File: config.mk
export PLATFORM = sky130hd
export DESIGN_NAME = dmem_arbiter
export DESIGN_NICKNAME = d
export VERILOG_FILES = /design/src/rtl/dmem_arb_pkg.sv /design/src/rtl/dmem_arb_pick.sv /design/src/rtl/dmem_arbiter.sv
export SDC_FILE = /design/constraint.sdc
export NUM_CORES = 1
export LEC_CHECK = 0
export CAP_MARGIN = 20
export CORE_AREA = 2 2 119 121
export DETAILED_ROUTE_END_ITERATION = 8
export DIE_AREA = 0 0 121 123
export GPL_TIMING_DRIVEN = 0
export PLACE_DENSITY = 0.95
export SYNTH_ARGS = -nofsm -noshare
export SYNTH_HDL_FRONTEND = slang
export SYNTH_SLANG_ARGS = --single-unit
File: constraint.sdc
create_clock -name clk_in -period 11.46 [get_ports clk_in]
set_clock_uncertainty 0.05 [all_clocks]
set_input_delay 2.292 -clock clk_in [delete_from_list [all_inputs] [get_ports clk_in]]
set_output_delay 2.292 -clock clk_in [all_outputs]
set_load 0.03 [all_outputs]
File: src/rtl/dmem_arb_pkg.sv
// dmem_arb_pkg: shared state/owner encodings, command record and default
// address window for the DMEM arbiter.
package dmem_arb_pkg;

  typedef enum logic [1:0] {
    IDLE   = 2'd0,
    ACCESS = 2'd1,
    RESP   = 2'd2
  } state_t;

  typedef enum logic {
    OWN_CPU = 1'b0,
    OWN_DMA = 1'b1
  } owner_t;

  // Default DMEM window in the MIPS data space
  localparam logic [31:0] DMEM_BASE_ADDR   = 32'h1001_0000;
  localparam logic [31:0] DMEM_DEPTH_BYTES = 32'h0000_0800;

  // One latched DMEM command
  typedef struct packed {
    logic        we;
    logic [2:0]  sel;
    logic [31:0] addr;
    logic [31:0] wdata;
  } cmd_t;

endpackage

File: src/rtl/dmem_arb_pick.sv
// dmem_arb_pick: combinational winner selection between the CPU and DMA
// requesters. Build option DMEM_ARB_RR_EN switches ties from fixed CPU
// priority to round-robin against the previous grant owner.
module dmem_arb_pick
  import dmem_arb_pkg::*;
(
  input  logic   cpu_req,
  input  logic   dma_req,
  input  owner_t last_owner,
  output logic   grant,
  output owner_t winner
);

  // Pick a winner whenever at least one port is requesting
  always_comb begin
    grant  = cpu_req | dma_req;
    winner = OWN_CPU;
`ifdef DMEM_ARB_RR_EN
    if (cpu_req && dma_req) begin
      winner = (last_owner == OWN_CPU) ? OWN_DMA : OWN_CPU;
    end else if (dma_req) begin
      winner = OWN_DMA;
    end
`else
    if (!cpu_req && dma_req) begin
      winner = OWN_DMA;
    end
`endif
  end

`ifndef DMEM_ARB_RR_EN
  // Fixed priority has no use for the previous owner
  logic unused_last_owner;
  assign unused_last_owner = last_owner;
`endif

endmodule

File: src/rtl/dmem_arbiter.sv
// dmem_arbiter: shares one DMEM between the CPU data port and a DMA/debug
// port. Each grant runs IDLE -> ACCESS -> RESP: the command is latched in
// IDLE, DMEM is driven in ACCESS, and the owner gets a one-cycle ack in RESP.
// Optional build macro DMEM_ARB_RR_EN selects round-robin tie-breaking.
module dmem_arbiter
  import dmem_arb_pkg::*;
#(
  parameter logic [31:0] BASE_ADDR   = DMEM_BASE_ADDR,
  parameter logic [31:0] DEPTH_BYTES = DMEM_DEPTH_BYTES
) (
  input  logic        clk_in,
  input  logic        reset,
  input  logic        cpu_req,
  input  logic        cpu_we,
  input  logic [2:0]  cpu_select,
  input  logic [31:0] cpu_addr,
  input  logic [31:0] cpu_wdata,
  output logic        cpu_ack,
  output logic [31:0] cpu_rdata,
  input  logic        dma_req,
  input  logic        dma_we,
  input  logic [2:0]  dma_select,
  input  logic [31:0] dma_addr,
  input  logic [31:0] dma_wdata,
  output logic        dma_ack,
  output logic [31:0] dma_rdata,
  output logic        dm_cs,
  output logic        dm_w,
  output logic        dm_r,
  output logic [2:0]  dm_select,
  output logic [31:0] dm_addr,
  output logic [31:0] dm_wdata,
  input  logic [31:0] dm_rdata
);

  // True when addr falls in [BASE_ADDR, BASE_ADDR+DEPTH_BYTES); addresses
  // below the base never wrap into the window.
  function automatic logic addr_in_range(input logic [31:0] addr);
    logic [31:0] off;
    off = addr - BASE_ADDR;
    return (addr >= BASE_ADDR) && (off < DEPTH_BYTES);
  endfunction

  state_t      state;
  owner_t      owner_p0;
  owner_t      last_owner;
  owner_t      winner;
  logic        grant;
  logic        hit_p0;
  cmd_t        cmd_p0;
  cmd_t        cpu_cmd;
  cmd_t        dma_cmd;
  cmd_t        win_cmd;
  logic [31:0] rdata_q;

  assign cpu_cmd = '{we: cpu_we, sel: cpu_select, addr: cpu_addr, wdata: cpu_wdata};
  assign dma_cmd = '{we: dma_we, sel: dma_select, addr: dma_addr, wdata: dma_wdata};
  assign win_cmd = (winner == OWN_DMA) ? dma_cmd : cpu_cmd;

  dmem_arb_pick u_pick (
    .cpu_req    (cpu_req),
    .dma_req    (dma_req),
    .last_owner (last_owner),
    .grant      (grant),
    .winner     (winner)
  );

`ifdef DMEM_ARB_RR_EN
  // Remember who owned the latest grant; resets to DMA so the CPU wins the first tie
  always_ff @(posedge clk_in) begin
    if (reset) begin
      last_owner <= OWN_DMA;
    end else if (state == IDLE && grant) begin
      last_owner <= winner;
    end
  end
`else
  assign last_owner = OWN_DMA;
`endif

  // ---- stage p0: command register, loaded on each grant ----
  // Latch the winning command; qualified by state so it needs no reset
  always_ff @(posedge clk_in) begin
    if (state == IDLE && grant) begin
      cmd_p0 <= win_cmd;
    end
  end

  // Sequencer: grant in IDLE, capture read data in ACCESS, ack in RESP
  always_ff @(posedge clk_in) begin
    if (reset) begin
      state    <= IDLE;
      owner_p0 <= OWN_CPU;
      hit_p0   <= 1'b0;
      rdata_q  <= '0;
      cpu_ack  <= 1'b0;
      dma_ack  <= 1'b0;
    end else begin
      cpu_ack <= 1'b0;
      dma_ack <= 1'b0;
      unique case (state)
        IDLE: begin
          if (grant) begin
            owner_p0 <= winner;
            hit_p0   <= addr_in_range(win_cmd.addr);
            state    <= ACCESS;
          end
        end
        ACCESS: begin
          rdata_q <= (hit_p0 && !cmd_p0.we) ? dm_rdata : '0;
          cpu_ack <= (owner_p0 == OWN_CPU);
          dma_ack <= (owner_p0 == OWN_DMA);
          state   <= RESP;
        end
        RESP: begin
          state <= IDLE;
        end
        default: begin
          state <= IDLE;
        end
      endcase
    end
  end

  // ---- stage p1: DMEM drive during ACCESS, from registered state only ----
  // Drive DMEM only for an in-range access; everything is zero otherwise
  always_comb begin
    dm_cs     = 1'b0;
    dm_w      = 1'b0;
    dm_r      = 1'b0;
    dm_select = '0;
    dm_addr   = '0;
    dm_wdata  = '0;
    if (state == ACCESS && hit_p0) begin
      dm_cs     = 1'b1;
      dm_w      = cmd_p0.we;
      dm_r      = ~cmd_p0.we;
      dm_select = cmd_p0.sel;
      dm_addr   = cmd_p0.addr - BASE_ADDR;
      dm_wdata  = cmd_p0.wdata;
    end
  end

  // ---- stage p2: response; read data only visible alongside the ack ----
  assign cpu_rdata = cpu_ack ? rdata_q : '0;
  assign dma_rdata = dma_ack ? rdata_q : '0;

endmodule

Word-level counts from Yosys, hierarchy flattened
Index checks and enable logic that the tools add are counted.
- bits in registers: 106
- input port bits: 172
- output and inout bits: 136
- logic and storage cells: 43
- add/subtract/negate cells: 2
- order comparisons: 2
- eq/ne operators: 2
- muxes and demuxes: 13
- bitwise logic cells: 4
- reduce and logical (&&, ||, !) cells: 10
- operators with widths (operator ; number):
    2-to-1 mux 32 bit ; 5
    2-to-1 mux 68 bit ; 1
    subtractor 32 x 29 -> 32 bit (second input constant) ; 2
    greater-or-equal comparator 32 x 29 -> 1 bit (second input constant) ; 1
    less-than comparator 32 x 12 -> 1 bit (second input constant) ; 1
    logical AND 1 bit ; 5
    2-to-1 mux 1 bit ; 4
    case mux 2 bit (2 select lines) ; 1
    2-to-1 mux 3 bit ; 1
    inverter 1 bit ; 3
    == test 2 x 1 -> 1 bit (second input constant) ; 1
    zero test 1 bit ; 2
    zero test 2 bit ; 1
    2-to-1 mux 2 bit ; 1
    inequality test 2 bit (second input constant) ; 1
    AND reduction 2 bit ; 1
    OR reduction 2 bit ; 1
    OR 1 bit ; 1

Longest topological paths before layout
- word-level depth: 7
- gate-level depth with buffers: 7

Modules after synthesis
A second synthesis with hierarchy kept.
- cell total of the unflattened synthesis: 497
- area, all modules: 5504.0 um^2
- modules (own cells, without submodules) (module ; instances ; cells an instance ; area an instance (um^2)):
    dmem_arbiter ; 1 ; 495 ; 5491.5
    dmem_arb_pick ; 1 ; 2 ; 12.5

Least setup slack after synthesis
No wires, ideal clock.
- kind: in2reg
- start: in cpu_req
- end: reg hit_p0
- library setup time: 0.345 ns
- arrival time: 7.325 ns
- required time: 11.065 ns
- slack: 3.741 ns
- stages on the path: 3
- path through: nor2_1 -> nor3_1 -> o22ai_2
- cells in the longest elaborated chain, start to end: 7
- elaborated cells between the ends (all ways): 10
- ends and longest elaborated chain (item ; RTL line ; RTL):
    from (decl) ; dmem_arbiter.sv:13 ; input logic cpu_req,
    zero test 1 bit ; dmem_arb_pick.sv:25 ; if (!cpu_req && dma_req) begin
    logical AND 1 bit ; dmem_arb_pick.sv:25 ;
    2-to-1 mux 1 bit ; dmem_arb_pick.sv:25 ;
    2-to-1 mux 68 bit ; dmem_arbiter.sv:58 ; assign win_cmd = (winner == OWN_DMA) ? dma_cmd : cpu_cmd;
    subtractor 32 x 29 -> 32 bit ; dmem_arbiter.sv:40 ; off = addr - BASE_ADDR;
    less-than comparator 32 x 12 -> 1 bit ; dmem_arbiter.sv:41 ; return (addr >= BASE_ADDR) && (off < DEPTH_BYTES);
    logical AND 1 bit ; dmem_arbiter.sv:41 ;
    to (signal assigned) ; dmem_arbiter.sv:105 ; hit_p0 <= addr_in_range(win_cmd.addr);
    to (decl) ; dmem_arbiter.sv:49 ; logic hit_p0;
Parallel ways exist; a longest one is shown, timed or not.
A chain may end at the register's enable or synchronous reset.

Final worst setup path
- start: reg cmd_p0[48] (netlist name)
- end: out dm_addr[26]
- cells in the longest elaborated chain, start to end: 2
- ends and longest elaborated chain (item ; RTL line ; RTL):
    from (decl) ; dmem_arbiter.sv:50 ; cmd_t cmd_p0;
    from (signal assigned) ; dmem_arbiter.sv:85 ; cmd_p0 <= win_cmd;
    subtractor 32 x 29 -> 32 bit ; dmem_arbiter.sv:139 ; dm_addr = cmd_p0.addr - BASE_ADDR;
    2-to-1 mux 32 bit ; dmem_arbiter.sv:134 ; if (state == ACCESS && hit_p0) begin
    to (decl) ; dmem_arbiter.sv:31 ; output logic [31:0] dm_addr,
Every way passes these cells.

==> results.md <==
- Clock power frac: 0.327
- First-pass iteration count of the detailed router: 4
- First-pass GRT wire length: 27,800 um
- Routed len/inst: 15.8 um
- Compound-Gate Fraction of Synth Area: 0.0627
- CP startpoint kind: register
- Mapped Cells: around 650
- CTS resizes: 0
- Grt ovf: 0
- CP arrival: 2.69 ns
- WP data required: 9.12 ns
- Flop pwr share: 0.506
- Final setup viols: 0
- Worst-Margin Slew: about 0.66 ns
- Pre-CTS WS: ~7 ns
- Die width: 121 um
- Clock transition at path regs: around 0.070 ns
- Unrepaired setup endpoints after global routing: no
- Post-Syn Nets: between 800 and 900
- Post-Synth XOR/XNOR Area: 0.0236
- CTS sink count: approximately 110
- Starting density of the core: 0.409
- Largest family of logic cells by synthesized area: simple AND/OR/NAND/NOR gates
- Worst setup margin: between 6 and 7 ns
- Die Footprint: between 0.01 and 0.015 mm2
- Core box area: ~0.014 mm2
- Net Switching: about 0.22 mW
- Final Hold Fails: 0
- CP max stage cell: clkdlybuf4s50_1
- Area leader, netlist: edfxtp_1
- Diodes inserted: 0
- FF-to-FF path depth: 7
- Synthesized cell area: between 0.005 and 0.006 mm2
- Vias in the first global route: around 5,500
- Total track usage: 0.241
- Post-synthesis sequential area ratio: 0.504
- Vias per inst: roughly 5.0
- I/O Buffers: slightly above 300
- Initial antenna violation count: 1
- Critical Path Stages: 8
- Number of H-tree levels: 3
- Mux cell area share after synthesis: 0.0106
- Most frequent cells in the layout: 306 x clkdlybuf4s50_1, 208 x nand2_1, 68 x edfxtp_1, 66 x and2_1, 60 x nor2_1
- # IOs: approximately 310
- PwrDens: 97.2 mW/mm2
- Slew headroom: 0.561
- Largest cells by area after synthesis: edfxtp_1 37%, nand2_1 14%, dfxtp_1 14%
- Slew Limit Fails: 0
- Fraction of layout instances using a drive strength above 1: 0.0421
- Leak: between 3 and 4 nW
- Pwr Total: 0.895 mW
- Row cnt: between 40 and 50
- Hold Path Class: register to register
- CP Class: register to primary output
- Fin nets: between 1,000 and 1,500
- Top-area cell type share of the netlist area: 0.367
- Detailed Place HPWL: between 10,000 and 15,000 um
- Maximum clock insertion buffer count: 2
- Max Cap Viol: 0
- Layout area overhead: 65.6%
- Post-Syn Area per Cell: around 8.6 um2
- Setup bufs post-CTS: 0
- Yosys warns: 0
- Synth unique cells: 48
- Crit path buf inv count: 2
- DRC violations left: 0
- Final Critical Period: approximately 5.0 ns
- Root buffer cell: clkbuf_16
- Int Pwr: 0.676 mW
- Hold path cells: 1
- Flops & latches, synth: 106
- Sequence of cells on the critical path: inv_1 -> ha_1 -> nor3b_1 -> nand2_1 -> nor4_1 -> xnor2_1 -> nor2_1 -> clkdlybuf4s50_1
- Detail Route Antenna Nets: 0
- Fmax: 199 MHz
- CTS Buf Count: 9
- Final TNS setup: 0 ns
- Filler Cells Inserted: about 1,100
- Status: finished, final reports clean
- Crit path largest cell delay: about 0.69 ns
- Logic pwr share: 0.167
- Switch share: 0.245
- Hold_buf cts: 0
- Routed WL: 18,200 um
- Largest net degree at the start of global routing: 18
- Adder-cell share of the synthesized area: 0.00225
- Synth Area in Simple Gates: 0.355
- Reg area: between 0.002 and 0.003 mm2
- Final period utilization: 0.439
- Clock tree from TritonCTS: yes
- Peak VDD IR: around 0.00008 V
- Iter 0 DRT Violations: roughly 360
- Crit Path Max Fanout: 4
- Commonest non-fill, non-tap cell in the layout: clkdlybuf4s50_1
- Area of the multi-input gates: about 0.0025 mm2
- CP top delay family: buffers and inverters
- CP endpoint kind: primary output
- Chip Height: ~120 um
- DR vias: roughly 5,700
- Clock Latency Late Sink: ~0.34 ns
- Routability cong.: approximately 0.9
## power groups by stage
stage               Clock, mW  Sequential [mW]  Combinational, mW
floorplan                   0            0.463             0.0591
global placement            0            0.466              0.137
detailed placement          0            0.462              0.148
CTS                     0.299            0.453              0.149
global route            0.315            0.456              0.163
finish                  0.293            0.453              0.149
## final timing paths
path,startpoint,end,slack [ns]
hold / removal,owner_p0,cpu_ack,0.41
setup reg to reg,state[0],rdata_q[20],9.53
setup / recovery,cmd_p0[48],dm_addr[26],6.43
hold reg to reg,owner_p0,cpu_ack,0.41
## layer usage
layer	global-route usage	vias up	wire length, um
met2	0.431	270	9370
met4	0.107	0	529
met5	0	-	0
met1	0.269	2615	6830
met3	0.0655	41	1530
li1	-	2809	-
## Yosys cell counts, drive strengths merged
cell type	count
nor3b	1
or4b	1
nand4b	1
clkbuf	33
nand3	2
xor2	6
edfxtp	68
or2b	1
and2	66
nand4	1
mux2i	4
buf	13
o22ai	2
nand2	209
mux2	1
nor4	6
nand2b	2
a41o	1
xnor2	9
a31oi	1
inv	6
o31ai	1
nor4bb	1
nor2b	2
or3	1
o211a	1
nor4b	2
and3	52
a22oi	32
o21ai	3
nor3	10
dfxtp	38
a211oi	2
or4	1
a21oi	3
ha	1
nor2	61
## cell families after synthesis
family,count (synthesis)
xor gates and xnor gates,15
adders and majority gates,1
AOI/OAI and AO/OA,46
DFF,106
and+or+nand+nor,420
muxes,5
buffers and inverters,52
## flip-flops by register name, summed over array words and instances, names as in the netlist
signal / count
cmd_p0: 68
rdata_q: 32
state: 2
cpu_ack: 1
dma_ack: 1
hit_p0: 1
owner_p0: 1
## layout make-up
cell class,count,share of cell area
plain buffers,46,0.0229
inverters,6,0.00244
clock inverters,6,0.00448
well taps,180,0.0244
multi-input cells,487,0.275
repair buffers,312,0.341
flip-flops and latches,106,0.304
clock buffers,10,0.0259
## stage by stage
step,utilization,hold WS [ns],instance area (um2),std cells
floorplan,-,0.363,5570,645
finish,0.677,0.408,9210,1153
detailed placement,0.656,0.400,8930,1137
global placement,0.650,0.383,8850,1131
CTS,0.677,0.414,9210,1153
global route,0.677,0.429,9210,1153
(Power assumes the default switching activity.)
